`src/rtl/mem_arbiter_pkg.sv`:
```
// Shared definitions for the two-requester RAM arbiter.
// Defines the owner encoding used by the grant decision and the state register.
// Also defines the default burst limit.
package mem_arbiter_pkg;

    typedef enum logic {
        OWNER_A = 1'b0,
        OWNER_B = 1'b1
    } owner_t;

    localparam int DEF_MAX_BURST = 4;

endpackage

```
`src/rtl/rr_burst_pick.sv`:
```
// Round-robin grant decision with a bounded burst for two requesters.
// Latency: purely combinational, so the grant is valid in the request cycle.
// Backpressure: the losing side simply sees no grant and must keep its request held.
module rr_burst_pick
    import mem_arbiter_pkg::*;
#(
    parameter int MAX_BURST  = DEF_MAX_BURST,
    parameter int BURST_BITS = 3
) (
    input  logic                  i_a_req,
    input  logic                  i_b_req,
    input  owner_t                i_last_owner,
    input  logic [BURST_BITS-1:0] i_burst_cnt,
    output logic                  o_a_gnt,
    output logic                  o_b_gnt
);

    logic w_keep;

    // Pick a winner. A zero count means no burst is in progress, so priority passes
    // to the side that did not own the RAM last. This is what gives A first go after reset.
    always_comb begin
        o_a_gnt = 1'b0;
        o_b_gnt = 1'b0;
        w_keep  = (i_burst_cnt != '0) && (i_burst_cnt < BURST_BITS'(MAX_BURST));
        if (i_a_req && !i_b_req) begin
            o_a_gnt = 1'b1;
        end else if (i_b_req && !i_a_req) begin
            o_b_gnt = 1'b1;
        end else if (i_a_req && i_b_req) begin
            if ((i_last_owner == OWNER_A) == w_keep) begin
                o_a_gnt = 1'b1;
            end else begin
                o_b_gnt = 1'b1;
            end
        end
    end

endmodule

```
`src/rtl/mem_arbiter.sv`:
```
// Shares a single-port clocked RAM between requester A and requester B.
// Latency: the grant is combinational, and read data is valid one cycle after the grant.
// Backpressure: a requester holds its request until it sees gnt, and withdrawing before gnt has no effect.
module mem_arbiter
    import mem_arbiter_pkg::*;
#(
    parameter int WIDTH      = 16,
    parameter int ADR_BITS   = 16,
    parameter int MAX_BURST  = DEF_MAX_BURST,
    parameter int BURST_BITS = 3
) (
    input  logic                clk,
    input  logic                reset,
    input  logic                a_req,
    input  logic                a_we,
    input  logic [ADR_BITS-1:0] a_adr,
    input  logic [WIDTH-1:0]    a_wdata,
    output logic                a_gnt,
    output logic                a_rvalid,
    input  logic                b_req,
    input  logic                b_we,
    input  logic [ADR_BITS-1:0] b_adr,
    input  logic [WIDTH-1:0]    b_wdata,
    output logic                b_gnt,
    output logic                b_rvalid,
    output logic [WIDTH-1:0]    rd_data,
    output logic                mem_en,
    output logic                mem_we,
    output logic [ADR_BITS-1:0] mem_adr,
    output logic [WIDTH-1:0]    mem_wdata,
    input  logic [WIDTH-1:0]    mem_dataFromMem
);

    owner_t                r_last_owner;
    logic [BURST_BITS-1:0] r_burst_cnt;
    logic                  r_rv_a;
    logic                  r_rv_b;

    logic                  w_pick_a;
    logic                  w_pick_b;
    logic                  w_a_gnt;
    logic                  w_b_gnt;
    logic                  w_any;
    owner_t                w_winner;

    rr_burst_pick #(
        .MAX_BURST  (MAX_BURST),
        .BURST_BITS (BURST_BITS)
    ) u_pick (
        .i_a_req      (a_req),
        .i_b_req      (b_req),
        .i_last_owner (r_last_owner),
        .i_burst_cnt  (r_burst_cnt),
        .o_a_gnt      (w_pick_a),
        .o_b_gnt      (w_pick_b)
    );

    // Grants are suppressed while reset is held, so no RAM access can start then.
    assign w_a_gnt  = w_pick_a & ~reset;
    assign w_b_gnt  = w_pick_b & ~reset;
    assign w_any    = w_a_gnt | w_b_gnt;
    assign w_winner = w_b_gnt ? OWNER_B : OWNER_A;

    assign a_gnt     = w_a_gnt;
    assign b_gnt     = w_b_gnt;
    assign mem_en    = w_any;
    assign mem_we    = w_b_gnt ? b_we : (w_a_gnt & a_we);
    assign mem_adr   = w_b_gnt ? b_adr : a_adr;
    assign mem_wdata = w_b_gnt ? b_wdata : a_wdata;
    assign a_rvalid  = r_rv_a;
    assign b_rvalid  = r_rv_b;
    assign rd_data   = mem_dataFromMem;

    // Track the burst owner and its length, and tag each granted read for next-cycle return.
    always_ff @(posedge clk or posedge reset) begin
        if (reset) begin
            r_last_owner <= OWNER_B;
            r_burst_cnt  <= '0;
            r_rv_a       <= 1'b0;
            r_rv_b       <= 1'b0;
        end else begin
            r_rv_a <= w_a_gnt & ~a_we;
            r_rv_b <= w_b_gnt & ~b_we;
            if (!w_any) begin
                r_burst_cnt <= '0;
            end else if (w_winner == r_last_owner) begin
                if (r_burst_cnt != '1) begin
                    r_burst_cnt <= r_burst_cnt + BURST_BITS'(1);
                end
            end else begin
                r_burst_cnt  <= BURST_BITS'(1);
                r_last_owner <= w_winner;
            end
        end
    end

endmodule

```
`config.mk`:
```
export PLATFORM = sky130hd
export DESIGN_NAME = mem_arbiter
export DESIGN_NICKNAME = d
export VERILOG_FILES = /design/src/rtl/mem_arbiter_pkg.sv /design/src/rtl/rr_burst_pick.sv /design/src/rtl/mem_arbiter.sv
export SDC_FILE = /design/constraint.sdc
export NUM_CORES = 1
export LEC_CHECK = 0
export ABC_AREA = 1
export BUFFER_PORTS_ARGS = -buffer_cell sky130_fd_sc_hd__buf_2
export CORE_UTILIZATION = 29
export DETAILED_ROUTE_END_ITERATION = 6
export GPL_TIMING_DRIVEN = 0
export PLACE_DENSITY = 0.89
export SETUP_SLACK_MARGIN = 0.4
export SLEW_MARGIN = 20
export SYNTH_ARGS = -nofsm -noshare
export SYNTH_HDL_FRONTEND = slang
export SYNTH_SLANG_ARGS = --single-unit
```
`constraint.sdc`:
```
create_clock -name clk -period 1.6 [get_ports clk]
set_input_delay 0.16 -clock clk [delete_from_list [all_inputs] [get_ports clk]]
set_output_delay 0.16 -clock clk [all_outputs]
set_load 0.01 [all_outputs]
```
=== Word level (Yosys, flattened, before mapping) ===
Index checks and enable logic that the tools add are counted.

* Input port bits: 86
* Flip-flop bits (word level): 6
* Word-level logic and storage cells: 44
* Output and inout port bits: 54

* Reductions and logical operators: 8
* $lt $le $gt $ge: 1
* Multiplexer cells: 15
* Add/subtract/negate cells: 1
* Bitwise gates (word level): 11
* Equality and inequality tests: 4

{| class="wikitable"
|+ Operators with widths
! cell !! number
|-
| 2-to-1 mux 16 bit || 2
|-
| 2-to-1 mux 1 bit || 10
|-
| 2-to-1 mux 3 bit || 3
|-
| AND 1 bit || 5
|-
| inverter 1 bit || 5
|-
| logical AND 1 bit || 4
|-
| adder 3 x 1 -> 3 bit (second input constant) || 1
|-
| < comparator 3 bit (second input constant) || 1
|-
| inequality test 3 x 2 -> 1 bit (second input constant) || 1
|-
| inequality test 3 bit (second input constant) || 1
|-
| nonzero test 3 bit || 1
|-
| equality test 1 bit || 2
|-
| zero test 1 bit || 2
|-
| AND reduction 2 bit || 1
|-
| bitwise OR 1 bit || 1
|}

=== Longest topological paths before layout ===
* Depth in word-level cells: 12
* Depth in mapped cells: 10
* Depth with buffers taken out: 10

=== Cells and area by module ===
Synthesis repeated with hierarchy kept, for this count alone.

* Cells, all modules: 174
* Area, all modules: 958.4 um^2

{| class="wikitable"
|+ By module, submodules not included
! module !! cells an instance !! instances !! area an instance (um^2) !! seq. area each (um^2)
|-
| mem_arbiter || 155 || 1 || 878.3 || 151.4
|-
| rr_burst_pick || 19 || 1 || 80.1 || 0.0
|}

=== Worst setup path before layout ===
Ideal clock, no wire load.

* Kind: reg-to-output
* From: reg r_burst_cnt[0]
* To: out mem_wdata[0]
* Path buffers: 1
* Slack: 0.121 ns
* Data required time: 1.440 ns
* Stages on the path, launching flop included: 11
* Arrival: 1.319 ns
* Cell sequence: dfrtp_1 > inv_1 > ha_1 > nor2_1 > nand2_1 > nand3_2 > nand2_4 > inv_4 > buf_12 > nand2_2 > nand2_1

* Word-level cells in the longest chain between the ends: 9

{| class="wikitable"
|+ Ends and longest elaborated chain
! item !! line !! text
|-
| start, declared || mem_arbiter.sv:35 || <nowiki>logic [BURST_BITS-1:0] r_burst_cnt;</nowiki>
|-
| start signal, assigned || mem_arbiter.sv:88 || <nowiki>r_burst_cnt <= r_burst_cnt + BURST_BITS'(1);</nowiki>
|-
| < comparator 3 bit or nonzero test 3 bit (tied branches) || rr_burst_pick.sv:25 || <nowiki>w_keep = (i_burst_cnt != '0) && (i_burst_cnt < BURST_BITS'(MAX_BURST));</nowiki>
|-
| logical AND 1 bit (*) || rr_burst_pick.sv:25 ||
|-
| equality test 1 bit (*) || rr_burst_pick.sv:31 || <nowiki>if ((i_last_owner == OWNER_A) == w_keep) begin</nowiki>
|-
| 2-to-1 mux 1 bit (*) || rr_burst_pick.sv:31 ||
|-
| 2-to-1 mux 1 bit (*) || rr_burst_pick.sv:30 || <nowiki>end else if (i_a_req && i_b_req) begin</nowiki>
|-
| 2-to-1 mux 1 bit (*) || rr_burst_pick.sv:28 || <nowiki>end else if (i_b_req && !i_a_req) begin</nowiki>
|-
| 2-to-1 mux 1 bit (*) || rr_burst_pick.sv:26 || <nowiki>if (i_a_req && !i_b_req) begin</nowiki>
|-
| AND 1 bit (*) || mem_arbiter.sv:60 || <nowiki>assign w_b_gnt = w_pick_b & ~reset;</nowiki>
|-
| via b_gnt || mem_arbiter.sv:24 || <nowiki>output logic b_gnt,</nowiki>
|-
| 2-to-1 mux 16 bit (*) || mem_arbiter.sv:69 || <nowiki>assign mem_wdata = w_b_gnt ? b_wdata : a_wdata;</nowiki>
|-
| end, declared || mem_arbiter.sv:30 || <nowiki>output logic [WIDTH-1:0] mem_wdata,</nowiki>
|}

Mark *: on every way through the listed nets, which the timed path passes. The rest lies on a longest branch.

=== Worst setup path after layout ===
* From: reg r_burst_cnt[1]
* To: out mem_adr[15]

* Word-level cells in the longest chain between the ends: 9

{| class="wikitable"
|+ Ends and longest elaborated chain
! item !! line !! text
|-
| < comparator 3 bit or nonzero test 3 bit (tied branches) || rr_burst_pick.sv:25 ||
|-
| logical AND 1 bit (*) || rr_burst_pick.sv:25 ||
|-
| equality test 1 bit (*) || rr_burst_pick.sv:31 ||
|-
| 2-to-1 mux 1 bit (*) || rr_burst_pick.sv:31 ||
|-
| 2-to-1 mux 1 bit (*) || rr_burst_pick.sv:30 ||
|-
| 2-to-1 mux 1 bit (*) || rr_burst_pick.sv:28 ||
|-
| 2-to-1 mux 1 bit (*) || rr_burst_pick.sv:26 ||
|-
| AND 1 bit (*) || mem_arbiter.sv:60 ||
|-
| 2-to-1 mux 16 bit (*) || mem_arbiter.sv:68 || <nowiki>assign mem_adr = w_b_gnt ? b_adr : a_adr;</nowiki>
|-
| end, declared || mem_arbiter.sv:29 || <nowiki>output logic [ADR_BITS-1:0] mem_adr,</nowiki>
|}

Every way passes the cells marked *; elsewhere a longest branch is shown, timed or not.

==> key figures <==
Drt
  • Via density per instance: 4.46
  • DR top layer: met4
  • WL/cell: 11.2 µm
  • Via count: 1507
  • Met3 WL: 356 µm
  • Initial DRC count: 57
  • Overall routed net length: 3.80 mm
  • Metal-1 WL: 1.28 mm
  • Final ANT Viol Nets: 0
  • DR pass1 iterations: 7
  • # DRC: 0
  • Met2 WL: 2.14 mm

Critical path
  • Worst Path Required: 1.44 ns
  • Crit path max fanout: 10
  • Startpoint types: flop
  • Critical path class: flop to output port
  • WP data arrival: 1.71 ns
  • Nature of the critical path endpoint: output port

Logic synthesis
  • #FFs+latches synth: 6
  • Post-synthesis cell count: 159
  • Post-Syn Area: 930 µm²
  • Syn_area_per_cell: 5.85 µm²
  • Syn nets: 248
  • Distinct cells, synth: 22
  • Warnings from Yosys: 0
  • Leading area contributor after synthesis: nand2_1
  • Synth top area share: 0.380
  • Top cells by area, synth: nand2_1 38%, buf_4 15%, dfrtp_1 13%
  • Seq/Total Area, Yosys: 0.163

Status
  • Status: finished with violations
  • Failing checks: negative setup slack

GRT
  • Initial antenna violation count: 0
  • Global-route wire length before repair: 5.22 mm
  • Total GRT Usage: 0.195
  • Total grt overflow: 0
  • Vias in the first global route: 1244
  • Largest net degree at the start of global routing: 11

Floorplan
  • Row Count: 20
  • Starting Density: 0.305
  • I/O pin count: 140
  • Die width: 58.6 µm
  • Core region area: 3050 µm²
  • Chip height: 58.6 µm
  • Die area: 3440 µm²

Timing
  • Final min period: 1.87 ns
  • Fin crit share: 1.17
  • Worst slew pin tran: 0.313 ns
  • Clk_skew: 0.00278 ns
  • Slew HR: 0.791
  • Final slew viol count: 0
  • RSZ-0062 raised after global routing: yes
  • Slack of the critical path: -0.271 ns
  • FMAX: 535 MHz
  • Fin. Hold Viols: 0
  • Final Setup Violations: 35

Finish
  • Final cell count without fillers: 338
  • Antenna diode count: 0
  • Area Growth Syn to Fin: 124%
  • Layout cells sized above 1: 0.755
  • Final #Nets: 384

Placed design
  • # port buffers: 123
  • Post-DP HPWL: 2.71 mm
  • Routability Congestion: 0.762
  • Placed Cells incl. Taps: 326

CTS
  • CTS max path bufs: 2
  • CTS tree: done
  • Total CTS buffers: 3
  • Root Buffer Master: clkbuf_4
  • CTS clock-pin slew for the worst setup and hold paths: 0.05 ns
  • Htree depth: 1
  • Clk Latency, worst-skew pair: 0.24 ns
  • Num Clock Sinks: 6

Power
  • PD cells: 494 nW/µm²
  • Max rail drop VDD: 0.000382 V
  • Static Leakage: 1.22 nW
  • Design Power: 1.03 mW

Job
  • Max-cap violations: 0

Worst hold path
  • Hold WC Path Type: input pin to asynchronous set/reset pin
cell type report:
class | instances | area (µm²)
Sequential cell | 6 | 151
Inverter | 7 | 33.8
Fill cell | 271 | 975
Multi-Input combinational cell | 124 | 722
Clock buffer | 4 | 26.3
Timing Repair Buffer | 131 | 882
Buffer | 22 | 208
Tap cell | 44 | 55.1
worst max-delay path: stages, from the launching register on:
cell and delay (ns):
dfrtp_1 0.39, inv_1 0.07, ha_2 0.18, nor2_1 0.04, nand2_1 0.08, nand3_2 0.10
nand2_4 0.16, inv_8 0.06, buf_8 0.14, nand2_1 0.08, nand2_2 0.05, buf_6 0.11
worst paths after layout:
kind                                            start                          to  slack [ns]  cells past startpoint
max                        r_burst_cnt[1]$_DFFE_PP0P_                 mem_adr[15]       -0.27                     11
max reg2reg                r_burst_cnt[1]$_DFFE_PP0P_  r_burst_cnt[0]$_DFFE_PP0P_        0.14                     11
min                                             reset    r_last_owner$_DFFE_PP1P_        0.02                      2
min reg2reg                  r_last_owner$_DFFE_PP1P_    r_last_owner$_DFFE_PP1P_        0.53                      2
max in group asynchronous                       reset          b_rvalid$_DFF_PP0_        0.89                      3
min in group clk                                 a_we          a_rvalid$_DFF_PP0_        0.09                      2
routing by layer:
metal / global-route usage / up-vias
li1: - / 734
met1: 0.211 / 679
met2: 0.381 / 90
met3: 0.0308 / 4
met4: 0.0680 / 0
met5: 0 / -
synthesized netlist by cell type (all sizes together):
cell type,n
dfstp,1
a211oi,1
inv,7
nor2,5
nand2,104
mux2i,2
ha,3
xor2,1
dfrtp,5
o21a,1
buf,22
nand3,4
a21oi,1
o21ai,2
logic make-up after synthesis:
logic type / synth area share
muxes: 0.0215
DFF: 0.163
AOI/OAI and AO/OA: 0.0363
adders and majority gates: 0.0404
xor gates and xnor gates: 0.00942
buffers and inverters: 0.230
and+or+nand+nor: 0.499
flip-flops by register name, summed over array words and instances, names as in the netlist:
signal	count
r_burst_cnt	3
a_rvalid	1
b_rvalid	1
r_last_owner	1
power by group:
| group | internal [mW] | switching (mW) | leakage (nW) | total (mW) |
|---|---|---|---|---|
| Combinational | 0.380 | 0.323 | 1.13 | 0.704 |
| Clock | 0.0944 | 0.0535 | 0.0150 | 0.148 |
| Sequential | 0.166 | 0.00902 | 0.0778 | 0.175 |
cell usage in the layout (no fill, tap or decap), types with 3 or more instances in the layout:
cell,instances
nand3_2,3
buf_6,35
buf_2,91
dfrtp_1,5
nand2_1,50
inv_1,5
buf_4,22
nand2_2,52
nor2_1,3
clkbuf_4,3
buf_8,3
what timing repair did:
item	4_1_cts	5_1_grt
setup endpoints to repair	41	41
hold buffers	1	0
pin swaps	2	1
resized for setup	35	29
buffers inserted	4	3
hold endpoints to repair	5	0
gates cloned	0	0
metrics by stage:
step           utilization  cell area, µm²  hold WS (ns)  worst slack (ns)  TNS (ns)
6_report             0.681            2080        0.0238            -0.271     -8.38
3_3_place_gp         0.553            1690         0.121            -0.101     -1.48
5_1_grt              0.681            2080        0.0356            -0.399    -12.29
4_1_cts              0.624            1910       0.00451            -0.275     -8.58
2_1_floorplan            -            1020       -0.0414             0.150         0
3_5_place_dp         0.553            1690         0.136            -0.119     -2.62
Power figures use the tool's default switching activity.
